[config.mk]
export PLATFORM = sky130hd
export DESIGN_NAME = outport_sched_flat
export DESIGN_NICKNAME = d
export VERILOG_FILES = /design/src/rtl/outport_sched_if.sv /design/src/rtl/outport_sched.sv /design/src/flat_wrapper.sv
export SDC_FILE = /design/constraint.sdc
export NUM_CORES = 1
export LEC_CHECK = 0
export ABC_AREA = 1
export CAP_MARGIN = 10
export CELL_PAD_IN_SITES_DETAIL_PLACEMENT = 1
export CELL_PAD_IN_SITES_GLOBAL_PLACEMENT = 1
export CORE_MARGIN = 3
export CORE_UTILIZATION = 36
export CTS_CLUSTER_SIZE = 12
export DETAILED_ROUTE_END_ITERATION = 10
export PLACE_DENSITY_LB_ADDON = 0.12
export SLEW_MARGIN = 25
export SYNTH_ARGS = -nofsm -noshare
export SYNTH_HDL_FRONTEND = slang
export SYNTH_SLANG_ARGS = --single-unit
[constraint.sdc]
create_clock -name clk -period 3.4 [get_ports clk]
set_input_delay 0.85 -clock clk [delete_from_list [all_inputs] [get_ports clk]]
set_output_delay 0.85 -clock clk [all_outputs]
set_load 0.05 [all_outputs]
[src/rtl/outport_sched_if.sv]
// -----------------------------------------------------------------------------
// outport_sched_if
//  Bundles the request side and the status/grant side of one output-port
//  scheduler.
//
//  Ports carried (widths from NPORT / CW):
//   req        [NPORT]  input i has a flit for this output port
//   mcast      [NPORT]  request i belongs to a multicast packet
//   tail       [NPORT]  flit presented by input i is a tail flit
//   credit_in  [1]      downstream freed one buffer slot
//   grt        [NPORT]  one-hot registered grant / crossbar select
//   xfer       [1]      a flit moves this cycle
//   busy       [1]      a packet currently owns the port
//   credit_cnt [CW]     available downstream credits
//   credit_err [1]      sticky credit overflow flag
//
//  Modports:
//   master - request/credit source (drives req/mcast/tail/credit_in)
//   slave  - the scheduler (drives grant and status)
// -----------------------------------------------------------------------------
interface outport_sched_if #(
  parameter int NPORT = 5,
  parameter int CW    = 3
);
  logic [NPORT-1:0] req;
  logic [NPORT-1:0] mcast;
  logic [NPORT-1:0] tail;
  logic             credit_in;
  logic [NPORT-1:0] grt;
  logic             xfer;
  logic             busy;
  logic [CW-1:0]    credit_cnt;
  logic             credit_err;

  modport master (
    output req, mcast, tail, credit_in,
    input  grt, xfer, busy, credit_cnt, credit_err
  );

  modport slave (
    input  req, mcast, tail, credit_in,
    output grt, xfer, busy, credit_cnt, credit_err
  );
endinterface

[src/rtl/outport_sched.sv]
// -----------------------------------------------------------------------------
// outport_sched
//  Packet-level scheduler for one router output port. Arbitrates among NPORT
//  inputs routed to this port, holds the grant from head to tail so wormhole
//  packets never interleave, and gates every flit on downstream credits.
//
//  Ports:
//   clk   in  clock
//   rst_  in  asynchronous active-low reset
//   bus   outport_sched_if.slave (req/mcast/tail/credit_in in;
//         grt/xfer/busy/credit_cnt/credit_err out)
//
//  Optional feature macro: OSCHED_AGING_EN
//   When defined, each input carries a saturating age counter; inputs that
//   reach AGE_MAX win arbitration ahead of the multicast/unicast classes,
//   which prevents multicast traffic from starving unicast requesters.
// -----------------------------------------------------------------------------
module outport_sched #(
  parameter int NPORT   = 5,
  parameter int CREDITS = 4,
`ifdef OSCHED_AGING_EN
  parameter int AGE_MAX = 15,
`endif
  parameter int CW      = 3
) (
  input  logic           clk,
  input  logic           rst_,
  outport_sched_if.slave bus
);

  localparam int PW = (NPORT > 1) ? $clog2(NPORT) : 1;

  typedef enum logic {IDLE, BUSY} state_t;

  state_t           state_reg, state_next;
  logic [NPORT-1:0] grt_reg, grt_next;
  logic [PW-1:0]    rr_ptr_reg, rr_ptr_next;
  logic [CW-1:0]    credit_cnt_reg;
  logic             credit_err_reg;

  logic [NPORT-1:0] cand;
  logic [PW-1:0]    win_idx;
  logic             win_found;
  logic [PW-1:0]    owner_idx;
  logic             owner_tail;
  logic             xfer;

  // A flit moves only when the owner presents one and a credit is available,
  // so the counter can never underflow.
  assign xfer       = (|(grt_reg & bus.req)) && (credit_cnt_reg != '0);
  assign owner_tail = |(grt_reg & bus.tail);

  assign bus.grt        = grt_reg;
  assign bus.xfer       = xfer;
  assign bus.busy       = (state_reg == BUSY);
  assign bus.credit_cnt = credit_cnt_reg;
  assign bus.credit_err = credit_err_reg;

  // ---------------------------------------------------------------------------
  // Optional starvation aging
  // ---------------------------------------------------------------------------
`ifdef OSCHED_AGING_EN
  localparam int AW = $clog2(AGE_MAX + 1);

  logic [AW-1:0]    age_reg [NPORT];
  logic [NPORT-1:0] aged;

  for (genvar gi = 0; gi < NPORT; gi++) begin : g_age
    // Age only while waiting: the owner and idle inputs are held at zero.
    always_ff @(posedge clk or negedge rst_) begin
      if (!rst_) begin
        age_reg[gi] <= '0;
      end else if (!bus.req[gi] || grt_reg[gi]) begin
        age_reg[gi] <= '0;
      end else if (age_reg[gi] != AW'(AGE_MAX)) begin
        age_reg[gi] <= age_reg[gi] + 1'b1;
      end
    end

    assign aged[gi] = bus.req[gi] && (age_reg[gi] == AW'(AGE_MAX));
  end

  // Priority classes: aged > multicast > unicast.
  always_comb begin
    cand = bus.req & ~bus.mcast;
    if (|aged)
      cand = aged;
    else if (|(bus.req & bus.mcast))
      cand = bus.req & bus.mcast;
  end
`else
  // Priority classes: multicast > unicast.
  always_comb begin
    cand = bus.req & ~bus.mcast;
    if (|(bus.req & bus.mcast))
      cand = bus.req & bus.mcast;
  end
`endif

  // ---------------------------------------------------------------------------
  // Round-robin pick: first candidate at or after rr_ptr, wrapping.
  // ---------------------------------------------------------------------------
  always_comb begin
    int idx;
    win_found = 1'b0;
    win_idx   = '0;
    for (int k = 0; k < NPORT; k++) begin
      idx = (int'(rr_ptr_reg) + k) % NPORT;
      if (!win_found && cand[idx]) begin
        win_found = 1'b1;
        win_idx   = PW'(idx);
      end
    end
  end

  // Current owner index recovered from the one-hot grant.
  always_comb begin
    owner_idx = '0;
    for (int i = 0; i < NPORT; i++) begin
      if (grt_reg[i])
        owner_idx = PW'(i);
    end
  end

  // ---------------------------------------------------------------------------
  // FSM
  // ---------------------------------------------------------------------------
  always_ff @(posedge clk or negedge rst_) begin
    if (!rst_) begin
      state_reg  <= IDLE;
      grt_reg    <= '0;
      rr_ptr_reg <= '0;
    end else begin
      state_reg  <= state_next;
      grt_reg    <= grt_next;
      rr_ptr_reg <= rr_ptr_next;
    end
  end

  always_comb begin
    state_next  = state_reg;
    grt_next    = grt_reg;
    rr_ptr_next = rr_ptr_reg;
    case (state_reg)
      IDLE: begin
        // Arbitration ignores credits; the grant is taken and the flit waits.
        if (win_found) begin
          grt_next          = '0;
          grt_next[win_idx] = 1'b1;
          state_next        = BUSY;
        end
      end
      BUSY: begin
        // Release only on the tail flit actually moving; the round-robin
        // pointer advances only on packet completion.
        if (xfer && owner_tail) begin
          grt_next    = '0;
          state_next  = IDLE;
          rr_ptr_next = (owner_idx == PW'(NPORT - 1)) ? '0 : owner_idx + 1'b1;
        end
      end
      default: begin
        state_next = IDLE;
        grt_next   = '0;
      end
    endcase
  end

  // ---------------------------------------------------------------------------
  // Downstream credits
  // ---------------------------------------------------------------------------
  always_ff @(posedge clk or negedge rst_) begin
    if (!rst_) begin
      credit_cnt_reg <= CW'(CREDITS);
      credit_err_reg <= 1'b0;
    end else begin
      case ({xfer, bus.credit_in})
        2'b10: credit_cnt_reg <= credit_cnt_reg - 1'b1;
        2'b01: begin
          // A return with nothing outstanding is a protocol error upstream;
          // clamp and flag it until reset.
          if (credit_cnt_reg == CW'(CREDITS))
            credit_err_reg <= 1'b1;
          else
            credit_cnt_reg <= credit_cnt_reg + 1'b1;
        end
        default: ;
      endcase
    end
  end

endmodule

[src/flat_wrapper.sv]
// flat-port wrapper written by rule: the top's interface ports become plain ports
module outport_sched_flat 
#(
  parameter int NPORT   = 5,
  parameter int CREDITS = 4,

  parameter int CW      = 3
)
  (clk, rst_, bus_req, bus_mcast, bus_tail, bus_credit_in, bus_grt, bus_xfer, bus_busy, bus_credit_cnt, bus_credit_err);
  outport_sched_if #(.NPORT(NPORT), .CW(CW)) bus_i ();
  input  logic clk;
  input  logic rst_;
  input wire logic [$bits(bus_i.req)-1:0] bus_req;
  input wire logic [$bits(bus_i.mcast)-1:0] bus_mcast;
  input wire logic [$bits(bus_i.tail)-1:0] bus_tail;
  input wire logic [$bits(bus_i.credit_in)-1:0] bus_credit_in;
  output wire logic [$bits(bus_i.grt)-1:0] bus_grt;
  output wire logic [$bits(bus_i.xfer)-1:0] bus_xfer;
  output wire logic [$bits(bus_i.busy)-1:0] bus_busy;
  output wire logic [$bits(bus_i.credit_cnt)-1:0] bus_credit_cnt;
  output wire logic [$bits(bus_i.credit_err)-1:0] bus_credit_err;
  assign bus_i.req = bus_req;
  assign bus_i.mcast = bus_mcast;
  assign bus_i.tail = bus_tail;
  assign bus_i.credit_in = bus_credit_in;
  assign bus_grt = bus_i.grt;
  assign bus_xfer = bus_i.xfer;
  assign bus_busy = bus_i.busy;
  assign bus_credit_cnt = bus_i.credit_cnt;
  assign bus_credit_err = bus_i.credit_err;
  outport_sched #(.NPORT(NPORT), .CREDITS(CREDITS), .CW(CW)) u_core (.clk(clk), .rst_(rst_), .bus(bus_i));
endmodule
# Word level (Yosys, flattened, before mapping)
# Cells that the tools add are included.
dict set report op_classes {
  n_mul 0
  div 5
  n_eq_ne 7
  n_addsub 7
  reduce_logical 20
  order_cmp 7
  shift 0
  n_mux 41
  n_bitwise 6
}
# operator n
set op_table {}
lappend op_table {{$lt 32x5->1 const B} 5}
lappend op_table {{$mod 32x4->32 const B} 4}
lappend op_table {{$mod 4x4->32 const B} 1}
lappend op_table {{$mux 3} 8}
lappend op_table {{$and 5x5->5} 4}
lappend op_table {{$mux 1} 19}
lappend op_table {{$bmux 1 s3} 5}
lappend op_table {{$mux 5} 3}
lappend op_table {{$reduce_or 5->1} 3}
lappend op_table {{$pmux 5 s2} 1}
lappend op_table {{$add 3x2->4 const B} 2}
lappend op_table {{$reduce_and 2->1} 4}
lappend op_table {{$logic_and 1x1->1} 7}
lappend op_table {{$add 3x1->3 const B} 2}
lappend op_table {{$eq 3x3->1 const B} 2}
lappend op_table {{$pmux 3 s2} 1}
lappend op_table {{$not 5->5} 1}
lappend op_table {{$add 3x1->4 const B} 1}
lappend op_table {{$add 3x3->4 const B} 1}
lappend op_table {{$logic_not 1->1} 4}
lappend op_table {{$lt 3x4->1 const B} 1}
lappend op_table {{$mux 2} 2}
lappend op_table {{$ne 2x2->1 const B} 2}
lappend op_table {{$demux 1 s3} 1}
lappend op_table {{other kinds (9)} 9}
dict set report totals {
  mem_bits_rw 0
  input_bits 18
  memories 0
  latchBits 0
  out_inout_bits 11
  rom_bits 0
  elab_cells 98
  register_bits 13
}

# Longest topological paths before layout
dict set report logic_depth {
  word_depth 25
  ltp_mapped 30
  ltp_nobuf 29
}

# Worst setup path after synthesis
# Ideal clock, no wire load.
dict set report synth_path {
  path_type {register -> register}
  from {register u_core.rr_ptr_reg[0]}
  to {register u_core.grt_reg[0] (netlist: u_core.bus.grt[0])}
  t_arrival_ns 3.406
  period_less_slack_ns 3.524
  t_required_ns 3.282
  setup_ns 0.118
  path_buffers 1
  path_slack_ns -0.124
  stages_incl_launch_ff 27
  cell_sequence {dfrtp_1 > buf_6 > inv_2 > ha_1 > inv_2 > ha_1 > inv_1 > nand4_1 > nand2_1 > xor2_2 > ha_1 > inv_1 > or2_2 > nand2_2 > nand3_2 > nand2_4 > nand2_1 > nand3_1 > nand2_2 > nand2_2 > nand2_1 > nor2_4 > nand3_2 > nand2_2 > nor2_1 > nand2_1 > nand2_1}
}
dict set report synth_via {
  elab_chain_len 23
  word_cells_on_any_way 51
  cone_classes {add/sub: 4; div: 5; order compare: 2; eq/ne: 1; mux: 29; reduce/logical: 10}
}
# element line_no
set synth_rtl {}
lappend synth_rtl {{from (decl)} outport_sched.sv:37} ;# logic [PW-1:0] rr_ptr_reg, rr_ptr_next;
lappend synth_rtl {{from (signal assigned)} outport_sched.sv:136} ;# rr_ptr_reg <= rr_ptr_next;
lappend synth_rtl {{parallel branches: the longest is 23 deep, another holds $mod 32x4->32} --}
lappend synth_rtl {{to (signal assigned)} outport_sched.sv:135} ;# grt_reg <= grt_next;
lappend synth_rtl {{to (decl)} outport_sched.sv:36} ;# logic [NPORT-1:0] grt_reg, grt_next;
# Parallel ways; which one is timed is not known. The select of a mux whose other input is x is not followed.
# A chain may end at the register's enable or synchronous reset.

# Worst setup path after layout
dict set report layout_path {
  from {register u_core.rr_ptr_reg[1]}
  to {register u_core.grt_reg[3] (netlist: u_core.bus.grt[3])}
}
# Same word-level chain as after synthesis.

==> metrics.txt <==
number of nets produced by synthesis 373; Highest Clock Rate 298 MHz; hold violation total from the final report 0; count of hold buffers inserted by post-cts repair 0; routed wire length 6940 um; max-capacitance violation count 0; area of the core 5710 um^2; PnR worst setup slack 0.0493 ns; DRC 0; final standard cell utilization of the core 0.540; nature of the critical path startpoint flop; largest clock skew in the final design 0.00558 ns; clock transition time at the flip-flop clock pins of the worst setup and hold paths 0.06 ns; total congestion overflow after global routing 0; number of antenna-violating nets in the routed design 0; data arrival time of the worst path 3.52 ns; summed instance area of the synthesized netlist 2210 um^2; count of H-tree levels built during CTS 1; number of iterations in the first detailed-routing pass 5; Max Root-Sink Buffers 2; detailed-placement wirelength estimate 5470 um; clock tree sinks 13; count of unique library cells instantiated by Yosys 39; input/output buffers 28; endpoints failing setup 0; worst slack, placed -0.146 ns; gr usage total 0.190; Slew @ Worst Pin 0.573 ns; highest-count cells in the layout ignoring fill and taps nand2_1 (80), inv_1 (41), buf_4 (32); insertion delay to the later sink of the worst-skew pair 0.24 ns; number of buffers created by CTS 3; area of all placed cells without fillers 3080 um^2; Root Buffer Master clkbuf_8; Worst Hold Class flop to flop; initial standard-cell utilization of the core 0.387; largest net degree at the start of global routing 14; layout cell share with drive strength beyond 1 0.359; synthesis-to-finish area growth 39.6%; GP Congestion 0.873; max reg flops 5; share of the clock period used by the worst path after layout 0.986; Total Die Area 7110 um^2; detailed-route wire length per cell 14.8 um; Critical Path End Type flop; number of max-slew violations in the final report 0; warning count from the yosys run 0; initial antenna violation count 0; clock tree from TritonCTS done; length of routed met3 wiring 131 um; amount of wire on met2 after detailed routing 3500 um; Die Height 84.3 um; number of nets in the layout 437; first-pass GRT wire length 11,300 um; category of the most critical setup path flop to flop; Cells after Synth 333; Seq/Total Area, Yosys 0.148; # diodes 0; met1 wire length 3300 um; number of top-level design ports 29; die boundary width 84.3 um; outcome completed; highest routed layer met4; via-per-instance ratio 4.97; number of register bits inferred by synthesis 13; post-synthesis average cell area 6.63 um^2; Vias 2,328; Placement Cell Area 2750 um^2; most common cell after layout, fill and taps aside nand2_1; setup repair after global routing missed its margin yes; first-iteration detailed-routing DRC count 65; min Tclk post-route 3.35 ns; number of global-route vias before repair 2,410; WP data required 3.57 ns; critical path peak fanout 5; Worst slew margin 0.617; Std-Cell Rows 27
[path summary, 6_finish.rpt]
kind,from,to,slack (ns),cells after the start
max reg2reg,u_core.rr_ptr_reg[1],u_core.bus.grt[3],0.05,22
min,u_core.bus.credit_err,u_core.bus.credit_err,0.48,1
min reg2reg,u_core.bus.credit_err,u_core.bus.credit_err,0.48,1
min in group asynchronous,rst_,u_core.bus.grt[2],0.97,1
max,u_core.rr_ptr_reg[1],u_core.bus.grt[3],0.05,22
max in group asynchronous,rst_,u_core.bus.credit_cnt[2],2.04,1
[layer usage]
layer,track usage,vias up
met5,0,-
met4,0.0161,0
met3,0.0236,2
met2,0.334,26
met1,0.258,1115
li1,-,1185
[critical path, stage by stage, from the launching register on]
cell,delay (ns)
dfrtp_1,0.39
inv_2,0.14
buf_6,0.13
ha_4,0.12
nor2_1,0.03
nand2_1,0.06
nand2_2,0.07
xor2_2,0.19
ha_2,0.19
fa_2,0.40
nand4_1,0.14
nand2_2,0.11
inv_2,0.09
nand2_1,0.05
nand3_1,0.07
nand2_1,0.07
a21oi_2,0.23
nand3_4,0.13
nor2_4,0.20
nand3_4,0.12
nand2_4,0.13
o21ai_4,0.08
o21ai_2,0.14
[Yosys cell counts (all sizes together)]
cell	instances	area, um^2
nand2	113	514
inv	58	218
nand3	34	245
nor2	29	134
o21ai	21	120
ha	20	250
dfrtp	12	300
a21oi	9	52.6
xor2	7	91.3
nand4	6	37.5
nor3	4	25.0
a221oi	2	17.5
fa	2	40.0
o2111ai	2	17.5
or2	2	12.5
a22o	1	8.76
a31oi	1	6.26
buf	1	11.3
clkbuf	1	3.75
dfstp	1	26.3
mux2	1	11.3
nand2b	1	6.26
nand3b	1	7.51
o211ai	1	7.51
o21a	1	7.51
o21bai	1	7.51
xnor2	1	27.5
[area by class of cell]
class | count | area (um^2)
Fill cell | 742 | 2630
Multi-Input combinational cell | 260 | 1850
Timing Repair Buffer | 61 | 542
Sequential cell | 13 | 327
Inverter | 58 | 225
Tap cell | 72 | 90.1
Clock buffer | 4 | 45.0
[through the flow]
step,TNS [ns],cells,hold slack (ns)
after floorplan,0,333,0.554
after CTS,0,461,0.481
after detailed placement,-0.558,451,0.465
final,0,468,0.476
after global routing,-1.25,468,0.502
after global placement,0,451,0.466
[kinds of logic (layout without fill, tap and decap cells)]
| logic type | after synthesis | in the layout | synth area share |
|---|---|---|---|
| AO/OA/AOI/OAI | 39 | 39 | 0.111 |
| adder cells (fa/ha/maj) | 22 | 22 | 0.132 |
| multiplexers | 1 | 1 | 0.00510 |
| flip-flops | 13 | 13 | 0.148 |
| buffers and inverters | 60 | 123 | 0.105 |
| AND/OR/NAND/NOR | 190 | 190 | 0.445 |
| XOR/XNOR | 8 | 8 | 0.0539 |
[what timing repair did]
item	4_1_cts	5_1_grt
resized for setup	4	45
pin swaps	3	25
setup buffers	6	8
setup endpoints to repair	6	6
Power is left out: the tool's default activity adds up to more than one toggle a clock period on the data nets, which glitch-free logic cannot reach.
